[src/rtl/vga_char_sched_pkg.sv]
// Shared constants and types for the VGA character scheduler.
//   NUM_CHARS  : characters held (3 rows x 12 columns), index 0 = row 1 col 1
//   IDX_W      : width of a character index
//   BLANK_CHAR : reset/clear fill value (ASCII space)
//   DISP_W     : width of the flattened display buffer, char i at [8i+7:8i]
// Optional feature macro: VGA_SCHED_CLEAR_EN adds the CLEAR state.
package vga_char_sched_pkg;

  localparam int unsigned TEXT_ROWS  = 3;
  localparam int unsigned TEXT_COLS  = 12;
  localparam int unsigned NUM_CHARS  = TEXT_ROWS * TEXT_COLS;
  localparam int unsigned IDX_W      = 6;
  localparam int unsigned DISP_W     = NUM_CHARS * 8;
  localparam logic [7:0]  BLANK_CHAR = 8'h20;

  localparam logic [IDX_W-1:0] LAST_IDX = IDX_W'(NUM_CHARS - 1);

  typedef enum logic [1:0] {
    StIdle   = 2'd0,
    StServe  = 2'd1,
`ifdef VGA_SCHED_CLEAR_EN
    StCommit = 2'd2,
    StClear  = 2'd3
`else
    StCommit = 2'd2
`endif
  } sched_state_e;

  // True when idx addresses a real character cell.
  function automatic logic idx_valid(input logic [IDX_W-1:0] idx);
    return (32'(idx) < NUM_CHARS);
  endfunction

endpackage

[src/rtl/vga_char_sched_if.sv]
// Handshake bundle between the character scheduler and its requesters.
//   master : requesters/VGA side (drives requests and frame_tick)
//   slave  : scheduler side (drives acks, status and the display buffer)
// Signals: frame_tick, cpu_req/idx/char/ack, dbg_req/idx/char/ack, clr_req/ack,
//          bad_idx, busy, commit_done, disp_chars.
interface vga_char_sched_if;
  import vga_char_sched_pkg::*;

  logic              frame_tick;
  logic              cpu_req;
  logic [IDX_W-1:0]  cpu_idx;
  logic [7:0]        cpu_char;
  logic              cpu_ack;
  logic              dbg_req;
  logic [IDX_W-1:0]  dbg_idx;
  logic [7:0]        dbg_char;
  logic              dbg_ack;
  logic              clr_req;
  logic              clr_ack;
  logic              bad_idx;
  logic              busy;
  logic              commit_done;
  logic [DISP_W-1:0] disp_chars;

  modport master (
    output frame_tick, cpu_req, cpu_idx, cpu_char, dbg_req, dbg_idx, dbg_char, clr_req,
    input  cpu_ack, dbg_ack, clr_ack, bad_idx, busy, commit_done, disp_chars
  );

  modport slave (
    input  frame_tick, cpu_req, cpu_idx, cpu_char, dbg_req, dbg_idx, dbg_char, clr_req,
    output cpu_ack, dbg_ack, clr_ack, bad_idx, busy, commit_done, disp_chars
  );

endinterface

[src/rtl/vga_rr_arb2.sv]
// Two-way round-robin arbiter.
//   clk, rst : clock, asynchronous active-high reset
//   i_req    : request vector, bit 0 = CPU, bit 1 = debug
//   i_take   : the current grant is being consumed this cycle
//   o_grant  : one-hot grant (combinational)
// The priority pointer only moves on a tie, and then to the side that lost.
module vga_rr_arb2 (
  input  logic       clk,
  input  logic       rst,
  input  logic [1:0] i_req,
  input  logic       i_take,
  output logic [1:0] o_grant
);

  // 0: CPU wins a tie, 1: debug wins a tie
  logic r_ptr;

  always_comb begin
    o_grant = 2'b00;
    case (i_req)
      2'b01:   o_grant = 2'b01;
      2'b10:   o_grant = 2'b10;
      2'b11:   o_grant = r_ptr ? 2'b10 : 2'b01;
      default: o_grant = 2'b00;
    endcase
  end

  always_ff @(posedge clk or posedge rst) begin
    if (rst) begin
      r_ptr <= 1'b0;
    end else if (i_take && (i_req == 2'b11)) begin
      r_ptr <= ~r_ptr;
    end
  end

endmodule

[src/rtl/vga_char_sched.sv]
// VGA text-buffer scheduler: CPU and debug writers share a shadow buffer through a round-robin
// arbiter; the shadow is copied into the display buffer only after a frame_tick, so a frame never
// shows a half-updated line.
//   clk, rst : clock, asynchronous active-high reset
//   io_bus   : vga_char_sched_if.slave (requests, acks, status, disp_chars)
// Optional feature macro: VGA_SCHED_CLEAR_EN enables clr_req (blank the shadow buffer);
// without it clr_req is ignored and clr_ack is tied low.
module vga_char_sched
  import vga_char_sched_pkg::*;
(
  input logic            clk,
  input logic            rst,
  vga_char_sched_if.slave io_bus
);

  sched_state_e      r_state;
  logic [IDX_W-1:0]  r_cnt;
  logic [7:0]        r_shadow [NUM_CHARS];
  logic [DISP_W-1:0] r_disp;
  logic              r_dirty;
  logic              r_commit_pend;
  logic [IDX_W-1:0]  r_idx;
  logic [7:0]        r_char;
  logic              r_cpu_ack;
  logic              r_dbg_ack;
  logic              r_bad_idx;
  logic              r_commit_done;

  logic [1:0]        w_grant;
  logic              w_commit_start;
  logic              w_clr_start;
  logic              w_serve_start;
  logic [IDX_W-1:0]  w_sel_idx;
  logic [7:0]        w_sel_char;

  vga_rr_arb2 u_arb (
    .clk     (clk),
    .rst     (rst),
    .i_req   ({io_bus.dbg_req, io_bus.cpu_req}),
    .i_take  (w_serve_start),
    .o_grant (w_grant)
  );

  assign w_commit_start = (r_state == StIdle) && r_commit_pend && r_dirty;

`ifdef VGA_SCHED_CLEAR_EN
  logic r_clr_ack;
  // r_clr_ack blocks a restart while the requester still holds clr_req in the ack cycle.
  assign w_clr_start = (r_state == StIdle) && !w_commit_start && io_bus.clr_req && !r_clr_ack;
  assign io_bus.clr_ack = r_clr_ack;
`else
  logic w_unused_clr;
  assign w_unused_clr   = io_bus.clr_req;
  assign w_clr_start    = 1'b0;
  assign io_bus.clr_ack = 1'b0;
`endif

  assign w_serve_start = (r_state == StIdle) && !w_commit_start && !w_clr_start &&
                         (w_grant != 2'b00);
  assign w_sel_idx     = w_grant[1] ? io_bus.dbg_idx  : io_bus.cpu_idx;
  assign w_sel_char    = w_grant[1] ? io_bus.dbg_char : io_bus.cpu_char;

  always_ff @(posedge clk or posedge rst) begin
    if (rst) begin
      r_state       <= StIdle;
      r_cnt         <= '0;
      r_disp        <= {NUM_CHARS{BLANK_CHAR}};
      r_dirty       <= 1'b0;
      r_commit_pend <= 1'b0;
      r_idx         <= '0;
      r_char        <= BLANK_CHAR;
      r_cpu_ack     <= 1'b0;
      r_dbg_ack     <= 1'b0;
      r_bad_idx     <= 1'b0;
      r_commit_done <= 1'b0;
`ifdef VGA_SCHED_CLEAR_EN
      r_clr_ack     <= 1'b0;
`endif
      for (int i = 0; i < int'(NUM_CHARS); i++) begin
        r_shadow[i] <= BLANK_CHAR;
      end
    end else begin
      r_cpu_ack     <= 1'b0;
      r_dbg_ack     <= 1'b0;
      r_bad_idx     <= 1'b0;
      r_commit_done <= 1'b0;
`ifdef VGA_SCHED_CLEAR_EN
      r_clr_ack     <= 1'b0;
`endif
      // A tick during a commit is already covered by that commit.
      if (io_bus.frame_tick && (r_state != StCommit)) begin
        r_commit_pend <= 1'b1;
      end

      unique case (r_state)
        StIdle: begin
          if (w_commit_start) begin
            r_state <= StCommit;
            r_cnt   <= '0;
          end else begin
            // Pending frame with nothing new to show: drop it.
            if (r_commit_pend && !io_bus.frame_tick) begin
              r_commit_pend <= 1'b0;
            end
`ifdef VGA_SCHED_CLEAR_EN
            if (w_clr_start) begin
              r_state <= StClear;
              r_cnt   <= '0;
            end
`endif
            if (w_serve_start) begin
              r_state   <= StServe;
              r_idx     <= w_sel_idx;
              r_char    <= w_sel_char;
              r_cpu_ack <= w_grant[0];
              r_dbg_ack <= w_grant[1];
              r_bad_idx <= !idx_valid(w_sel_idx);
            end
          end
        end

        StServe: begin
          if (idx_valid(r_idx)) begin
            r_shadow[r_idx] <= r_char;
            r_dirty         <= 1'b1;
          end
          r_state <= StIdle;
        end

        StCommit: begin
          r_disp[{r_cnt, 3'b000} +: 8] <= r_shadow[r_cnt];
          if (r_cnt == LAST_IDX) begin
            r_dirty       <= 1'b0;
            r_commit_pend <= 1'b0;
            r_commit_done <= 1'b1;
            r_state       <= StIdle;
          end else begin
            r_cnt <= r_cnt + 1'b1;
          end
        end

`ifdef VGA_SCHED_CLEAR_EN
        StClear: begin
          r_shadow[r_cnt] <= BLANK_CHAR;
          if (r_cnt == LAST_IDX) begin
            r_dirty   <= 1'b1;
            r_clr_ack <= 1'b1;
            r_state   <= StIdle;
          end else begin
            r_cnt <= r_cnt + 1'b1;
          end
        end
`endif

        default: r_state <= StIdle;
      endcase
    end
  end

  assign io_bus.cpu_ack     = r_cpu_ack;
  assign io_bus.dbg_ack     = r_dbg_ack;
  assign io_bus.bad_idx     = r_bad_idx;
  assign io_bus.commit_done = r_commit_done;
  assign io_bus.busy        = (r_state != StIdle);
  assign io_bus.disp_chars  = r_disp;

endmodule

[src/flat_wrapper.sv]
// flat-port wrapper written by rule: the top's interface ports become plain ports
module vga_char_sched_flat import vga_char_sched_pkg::*;
  (clk, rst, io_bus_frame_tick, io_bus_cpu_req, io_bus_cpu_idx, io_bus_cpu_char, io_bus_dbg_req, io_bus_dbg_idx, io_bus_dbg_char, io_bus_clr_req, io_bus_cpu_ack, io_bus_dbg_ack, io_bus_clr_ack, io_bus_bad_idx, io_bus_busy, io_bus_commit_done, io_bus_disp_chars);
  vga_char_sched_if io_bus_i ();
  input logic clk;
  input logic rst;
  input wire logic [$bits(io_bus_i.frame_tick)-1:0] io_bus_frame_tick;
  input wire logic [$bits(io_bus_i.cpu_req)-1:0] io_bus_cpu_req;
  input wire logic [$bits(io_bus_i.cpu_idx)-1:0] io_bus_cpu_idx;
  input wire logic [$bits(io_bus_i.cpu_char)-1:0] io_bus_cpu_char;
  input wire logic [$bits(io_bus_i.dbg_req)-1:0] io_bus_dbg_req;
  input wire logic [$bits(io_bus_i.dbg_idx)-1:0] io_bus_dbg_idx;
  input wire logic [$bits(io_bus_i.dbg_char)-1:0] io_bus_dbg_char;
  input wire logic [$bits(io_bus_i.clr_req)-1:0] io_bus_clr_req;
  output wire logic [$bits(io_bus_i.cpu_ack)-1:0] io_bus_cpu_ack;
  output wire logic [$bits(io_bus_i.dbg_ack)-1:0] io_bus_dbg_ack;
  output wire logic [$bits(io_bus_i.clr_ack)-1:0] io_bus_clr_ack;
  output wire logic [$bits(io_bus_i.bad_idx)-1:0] io_bus_bad_idx;
  output wire logic [$bits(io_bus_i.busy)-1:0] io_bus_busy;
  output wire logic [$bits(io_bus_i.commit_done)-1:0] io_bus_commit_done;
  output wire logic [$bits(io_bus_i.disp_chars)-1:0] io_bus_disp_chars;
  assign io_bus_i.frame_tick = io_bus_frame_tick;
  assign io_bus_i.cpu_req = io_bus_cpu_req;
  assign io_bus_i.cpu_idx = io_bus_cpu_idx;
  assign io_bus_i.cpu_char = io_bus_cpu_char;
  assign io_bus_i.dbg_req = io_bus_dbg_req;
  assign io_bus_i.dbg_idx = io_bus_dbg_idx;
  assign io_bus_i.dbg_char = io_bus_dbg_char;
  assign io_bus_i.clr_req = io_bus_clr_req;
  assign io_bus_cpu_ack = io_bus_i.cpu_ack;
  assign io_bus_dbg_ack = io_bus_i.dbg_ack;
  assign io_bus_clr_ack = io_bus_i.clr_ack;
  assign io_bus_bad_idx = io_bus_i.bad_idx;
  assign io_bus_busy = io_bus_i.busy;
  assign io_bus_commit_done = io_bus_i.commit_done;
  assign io_bus_disp_chars = io_bus_i.disp_chars;
  vga_char_sched u_core (.clk(clk), .rst(rst), .io_bus(io_bus_i));
endmodule
[config.mk]
export PLATFORM = sky130hd
export DESIGN_NAME = vga_char_sched_flat
export DESIGN_NICKNAME = d
export VERILOG_FILES = /design/src/rtl/vga_char_sched_pkg.sv /design/src/rtl/vga_char_sched_if.sv /design/src/rtl/vga_rr_arb2.sv /design/src/rtl/vga_char_sched.sv /design/src/flat_wrapper.sv
export SDC_FILE = /design/constraint.sdc
export NUM_CORES = 1
export LEC_CHECK = 0
export CAP_MARGIN = 20
export CORE_UTILIZATION = 50
export DETAILED_ROUTE_END_ITERATION = 6
export PLACE_DENSITY = 0.76
export RECOVER_POWER = 50
export REMOVE_ABC_BUFFERS = 1
export SLEW_MARGIN = 20
export SYNTH_ARGS = -nofsm -noshare
export SYNTH_HDL_FRONTEND = slang
export SYNTH_SLANG_ARGS = --single-unit
[constraint.sdc]
create_clock -name clk -period 24.6 [get_ports clk]
set_input_delay 7.38 -clock clk [delete_from_list [all_inputs] [get_ports clk]]
set_output_delay 7.38 -clock clk [all_outputs]
set_load 0.05 [all_outputs]
* After elaboration in Yosys (flattened, before gate mapping)
Cells that the tools add are included.
** Storage, ports and cells
- Flip-flop bits (word level) :: 605
- Input port bits :: 34
** Cells by class
- $add $sub $neg :: 2
- $lt $le $gt $ge :: 5
- Equal/unequal tests :: 12
- Shift operators :: 2
- Mux-type cells :: 37
- Bitwise gates (word level) :: 4
- Reductions and logical operators :: 21
** Operators with widths (count)
- $bwmux W288 :: 2
- $shift A8 B11 Y288 const A :: 1
- $shiftx A8 B11 Y288 :: 1
- $bmux W8 S6 :: 1
- $demux W8 S6 :: 1
- $mux W8 :: 4
- $mux W6 :: 3
- $mux W1 :: 17
- $ge A7 B7 Y1 const B :: 2
- $not A6 Y7 :: 2
- $lt A6 B6 Y1 const B :: 2
- $pmux W6 S2 :: 1
- $neg A9 Y11 :: 1
- $reduce_and A3 Y1 :: 3
- $logic_and A1 B1 Y1 :: 8
- $mux W2 :: 4
- $reduce_bool A2 Y1 :: 4
- $lt A7 B1 Y1 const B :: 1
- $add A6 B1 Y6 const B :: 1
- $eq A2 B2 Y1 const B :: 3
- $eq A6 B6 Y1 const B :: 1
- $ne A2 B1 Y1 const B :: 3
- $pmux W2 S3 :: 1
- $eq A2 B1 Y1 const B :: 2
- 8 further kinds :: 14

* Depth between registers and ports, before layout
- Depth after elaboration :: 9
- Depth in mapped cells :: 15

* By module
From an unflattened synthesis, not the netlist that was laid out.
** Unflattened totals
- Cell total of the unflattened synthesis :: 1782
- Area total of the unflattened synthesis :: 26240.2 um^2
** Modules (own cells, without submodules)
- vga_char_sched :: instances 1, cells each 1775, area an instance 26178.9 um^2, seq. area each 15205.8 um^2
- vga_rr_arb2 :: instances 1, cells each 7, area an instance 61.3 um^2, seq. area each 25.0 um^2

* Worst setup path before layout
Ideal clock, no wire load.
- Path type :: in2reg
- From :: input port io_bus_cpu_req
- To :: register u_core.r_char[0]
- Library setup time :: 0.137 ns
- Arrival :: 8.642 ns
- Data required time :: 24.463 ns
- Path slack :: 15.821 ns
- Cell stages on the path :: 5
- Buffers on the path :: 1
- Path through :: inv_1 > o21ai_1 > clkbuf_1 > mux2i_1 > a21oi_1
** Between the ends
- Word-level cells in the longest chain between the ends :: 5
- Elaborated cells between the ends (all ways) :: 8
- Those cells by class :: 3 x eq/ne; 2 x mux; 3 x reduce/logical
** Ends and longest elaborated chain
- start: declaration :: line flat_wrapper.sv:8 : input wire logic [$bits(io_bus_i.cpu_req)-1:0] io_bus_cpu_req;
- $eq A2 B2 Y1 / $eq A2 B1 Y1 (equally long branches) :: line vga_rr_arb2.sv:20 : case (i_req)
- $pmux W2 S3 * :: line vga_rr_arb2.sv:20
- $reduce_bool A2 Y1 :: line vga_char_sched.sv:59 : (w_grant != 2'b00);
- $logic_and A1 B1 Y1 :: line vga_char_sched.sv:58 : assign w_serve_start = (r_state == StIdle) && !w_commit_start && !w_clr_start &&
- $reduce_and A3 Y1 (no source line)
- end signal: assignment :: line vga_char_sched.sv:114 : r_char <= w_sel_char;
- end: declaration :: line vga_char_sched.sv:23 : logic [7:0] r_char;
Every way passes the cells marked *; elsewhere a longest branch is shown, timed or not.
A chain may end at the register's enable or synchronous reset.

==> qor.csv <==
metric,value,unit
worst_path_largest_cell_delay,3.20,ns
reg2reg_to,u_core.io_bus.disp_chars[163],
clock_skew,0.0258,ns
r2r_cells,7,
path_max_fanout,119,
min_period,14.50,ns
worst_setup_path_start_kind,input port,
io_pins,328,
cpLargestDelayFamily,buffers and inverters,
dpl_worst_slack,14.34,ns
holdCritStartpoint,u_core.io_bus.disp_chars[0],
path_cells,dlygate4sd3_1 -> clkinvlp_2 -> clkbuf_1,
violations,"capacitance limit, slew limit",
drc,0,
r2r_slack,16.65,ns
path_class,input port to asynchronous set/reset pin,
r2r-start,u_core.r_cnt[1],
place_hpwl,46700,µm
cts_resized,0,
final_cell_area,0.0322,mm²
place_area,0.0303,mm²
h-tree-depth,2,
async_reset_ff_frac,1.00,
drtIter0Drc,1169,
synth_seq_cells,605,
via_per_inst,5.92,
clk_path_buf_depth,3,
cts_tree,built,
hold_end,u_core.io_bus.disp_chars[0],
peakVddDrop,0.103,mV
fin_util,0.622,
gp_congestion,0.806,
cts_hold_buf,0,
diodes,0,
clock_sinks,605,
die_y,231,µm
synth_top_area_frac,0.506,
dp.cells,2719,
path_depth,3,
grt_overflow,0,
arrival,14.20,ns
postCtsSetupBuffers,0,
cap_violations,15,
rsz0062_at_grt,no,
fin_setup_tns,0,ns
wl,69800,µm
io_buffers,325,
setup_viol,0,
synth-edff-count,0,
grt_pass1_wl,107000,µm
core,0.0517,mm²
power_leakage,14.7,nW
clk_pin_slew,0.06,ns
critPathSlowestCell,clkbuf_1,
syn_inst,1812,
track_usage,0.262,
hp-class,flop to flop,
synth_area,0.0263,mm²
instances_no_fill,2833,
wl_per_cell,24.6,µm
synth.area.top_cells,"dfrtp_1 51%, mux2_2 24%, dfstp_2 7.3%",
avgSynthCellArea,14.5,µm²
p_per_area,122,mW/mm²
cts_root_buf,clkbuf_16,
cts_buffers,60,
vias,16778,
min_period_over_period,0.589,
cp_data_required_time,24.31,ns
hold_path_depth,2,
grt_max_degree,120,
end_kind,asynchronous set/reset pin,
drv_slew,600,
final.setup.worst_slack,10.10,ns
die_x,231,µm
rows,83,
antenna_found_initial,1,
initial_utilization,0.509,
area_delta_synth_final,22.1,%
yosysSeqAreaShare,0.578,
ys.flop_type,dfrtp_1,
worst_pin_slew,5.19,ns
crit_buf_inv,3,
status,"complete, but fails checks",
grt_pass1_vias,17003,
synth.distinct_cells,66,
drt_pass1_iterations,5,
fin_nets,2137,
relSlewSlack,-2.48,
die-area,0.0536,mm²
max_freq,69.0,MHz
yosys_warnings,0,
ant_nets,0,
yosys.area.top_type,dfrtp_1,
final_hold_viol_count,0,
clk_latency,0.62,ns
drive_gt1_frac,0.388,
[power breakdown]
group          internal (mW)  switching [mW]  total, mW
sequential              1.21           0.198       1.41
combinational          0.528            1.06       1.59
clock                  0.544           0.382      0.926
[per-stage QoR]
step                total power [mW]  hold WS, ns
finish                          3.93        0.485
global route                    4.08        0.512
CTS                             3.95        0.488
detailed placement              3.02        0.474
global placement                2.98        0.464
floorplan                       2.38        0.460
[worst reg2reg max path: cells and delay by family (launching register included)]
family / cells / cell delay [ns]
compound gates: 2 / 1.25
simple gates: 1 / 0.27
buf+inv: 2 / 3.09
flops: 1 / 2.32
mux: 2 / 0.94
[how the worst max path moves through the flow]
stage                                 start                      endpoint
final                                   rst          u_core.r_shadow[251]
after global routing                    rst          u_core.r_shadow[251]
after CTS                 u_core.r_state[1]                   io_bus_busy
after detailed placement                rst  u_core.io_bus.disp_chars[12]
after global placement                  rst   u_core.io_bus.disp_chars[8]
after floorplan                         rst         u_core.io_bus.bad_idx
[flip-flops by register name (all words and copies together), names as in the netlist]
register                   cells
u_core.r_commit_pend           1
u_core.u_arb.r_ptr             1
u_core.r_char                  8
u_core.r_cnt                   6
u_core.r_state                 2
u_core.io_bus.dbg_ack          1
u_core.io_bus.disp_chars     288
u_core.r_idx                   6
u_core.io_bus.commit_done      1
u_core.r_dirty                 1
u_core.io_bus.bad_idx          1
u_core.r_shadow              288
u_core.io_bus.cpu_ack          1
[final cells by class]
class                   count  area, µm²
clock buffers              97       1810
clock inverters            17        198
fillers                  3828      19600
inverters                   5       20.0
multi-input cells        1073      10600
flip-flops and latches    605      15200
well taps                 680        851
repair buffers            356       3440
[per-layer routing]
metal	global-route usage	share of wire	up-vias	routed length [µm]
met2	0.423	0.48	598	33600
met3	0.0453	0.062	127	4340
li1	-	-	7278	-
met1	0.356	0.42	8775	29400
met5	0	0	-	0
met4	0.0946	0.034	0	2390
[layout by cell type, fill, tap and decap left out, types with 9 or more instances in the layout]
| master | instances |
|---|---|
| a21oi_1 | 30 |
| a22oi_1 | 24 |
| buf_4 | 20 |
| clkbuf_1 | 32 |
| clkbuf_16 | 61 |
| clkbuf_8 | 15 |
| clkdlybuf4s50_1 | 322 |
| clkinv_2 | 9 |
| dfrtp_1 | 528 |
| dfstp_2 | 73 |
| mux2_2 | 560 |
| mux2i_1 | 64 |
| mux4_2 | 38 |
| nand2_1 | 50 |
| nand3_1 | 16 |
| nand4_1 | 22 |
| nor2_1 | 62 |
| nor3_2 | 13 |
| nor4_1 | 9 |
| o211ai_1 | 11 |
| o22a_1 | 19 |
[cell usage after synthesis, types with 5 or more instances]
cell and n:
nand4_1 22, nor2_1 62, and3_1 8, nor2b_1 8, a31o_2 6, o211a_1 6
mux4_2 38, o31a_1 7, dfstp_2 73, xor2_1 5, a22oi_1 24, o21ai_0 7
mux2i_1 64, a211oi_1 8, mux2_2 560, nor3_2 14, nor3b_1 5, inv_1 5
or3_1 6, buf_1 13, buf_2 24, clkbuf_1 84, nor3_4 5, buf_4 6
a2bb2oi_1 6, o211ai_1 11, dfrtp_1 532, and2_1 7, nor4_1 9, a221oi_1 6
nand3_1 16, a21oi_1 30, nand2_1 50, o221ai_1 6, o22a_1 19
[cell families after synthesis]
group / share of synthesized area
compound gates: 0.0439
xor+xnor: 0.00361
fa+ha+maj: 0.000950
buf+inv: 0.0217
flops: 0.578
mux: 0.296
other cells: 0.000142
simple gates: 0.0551
Power figures use the tool's default switching activity.
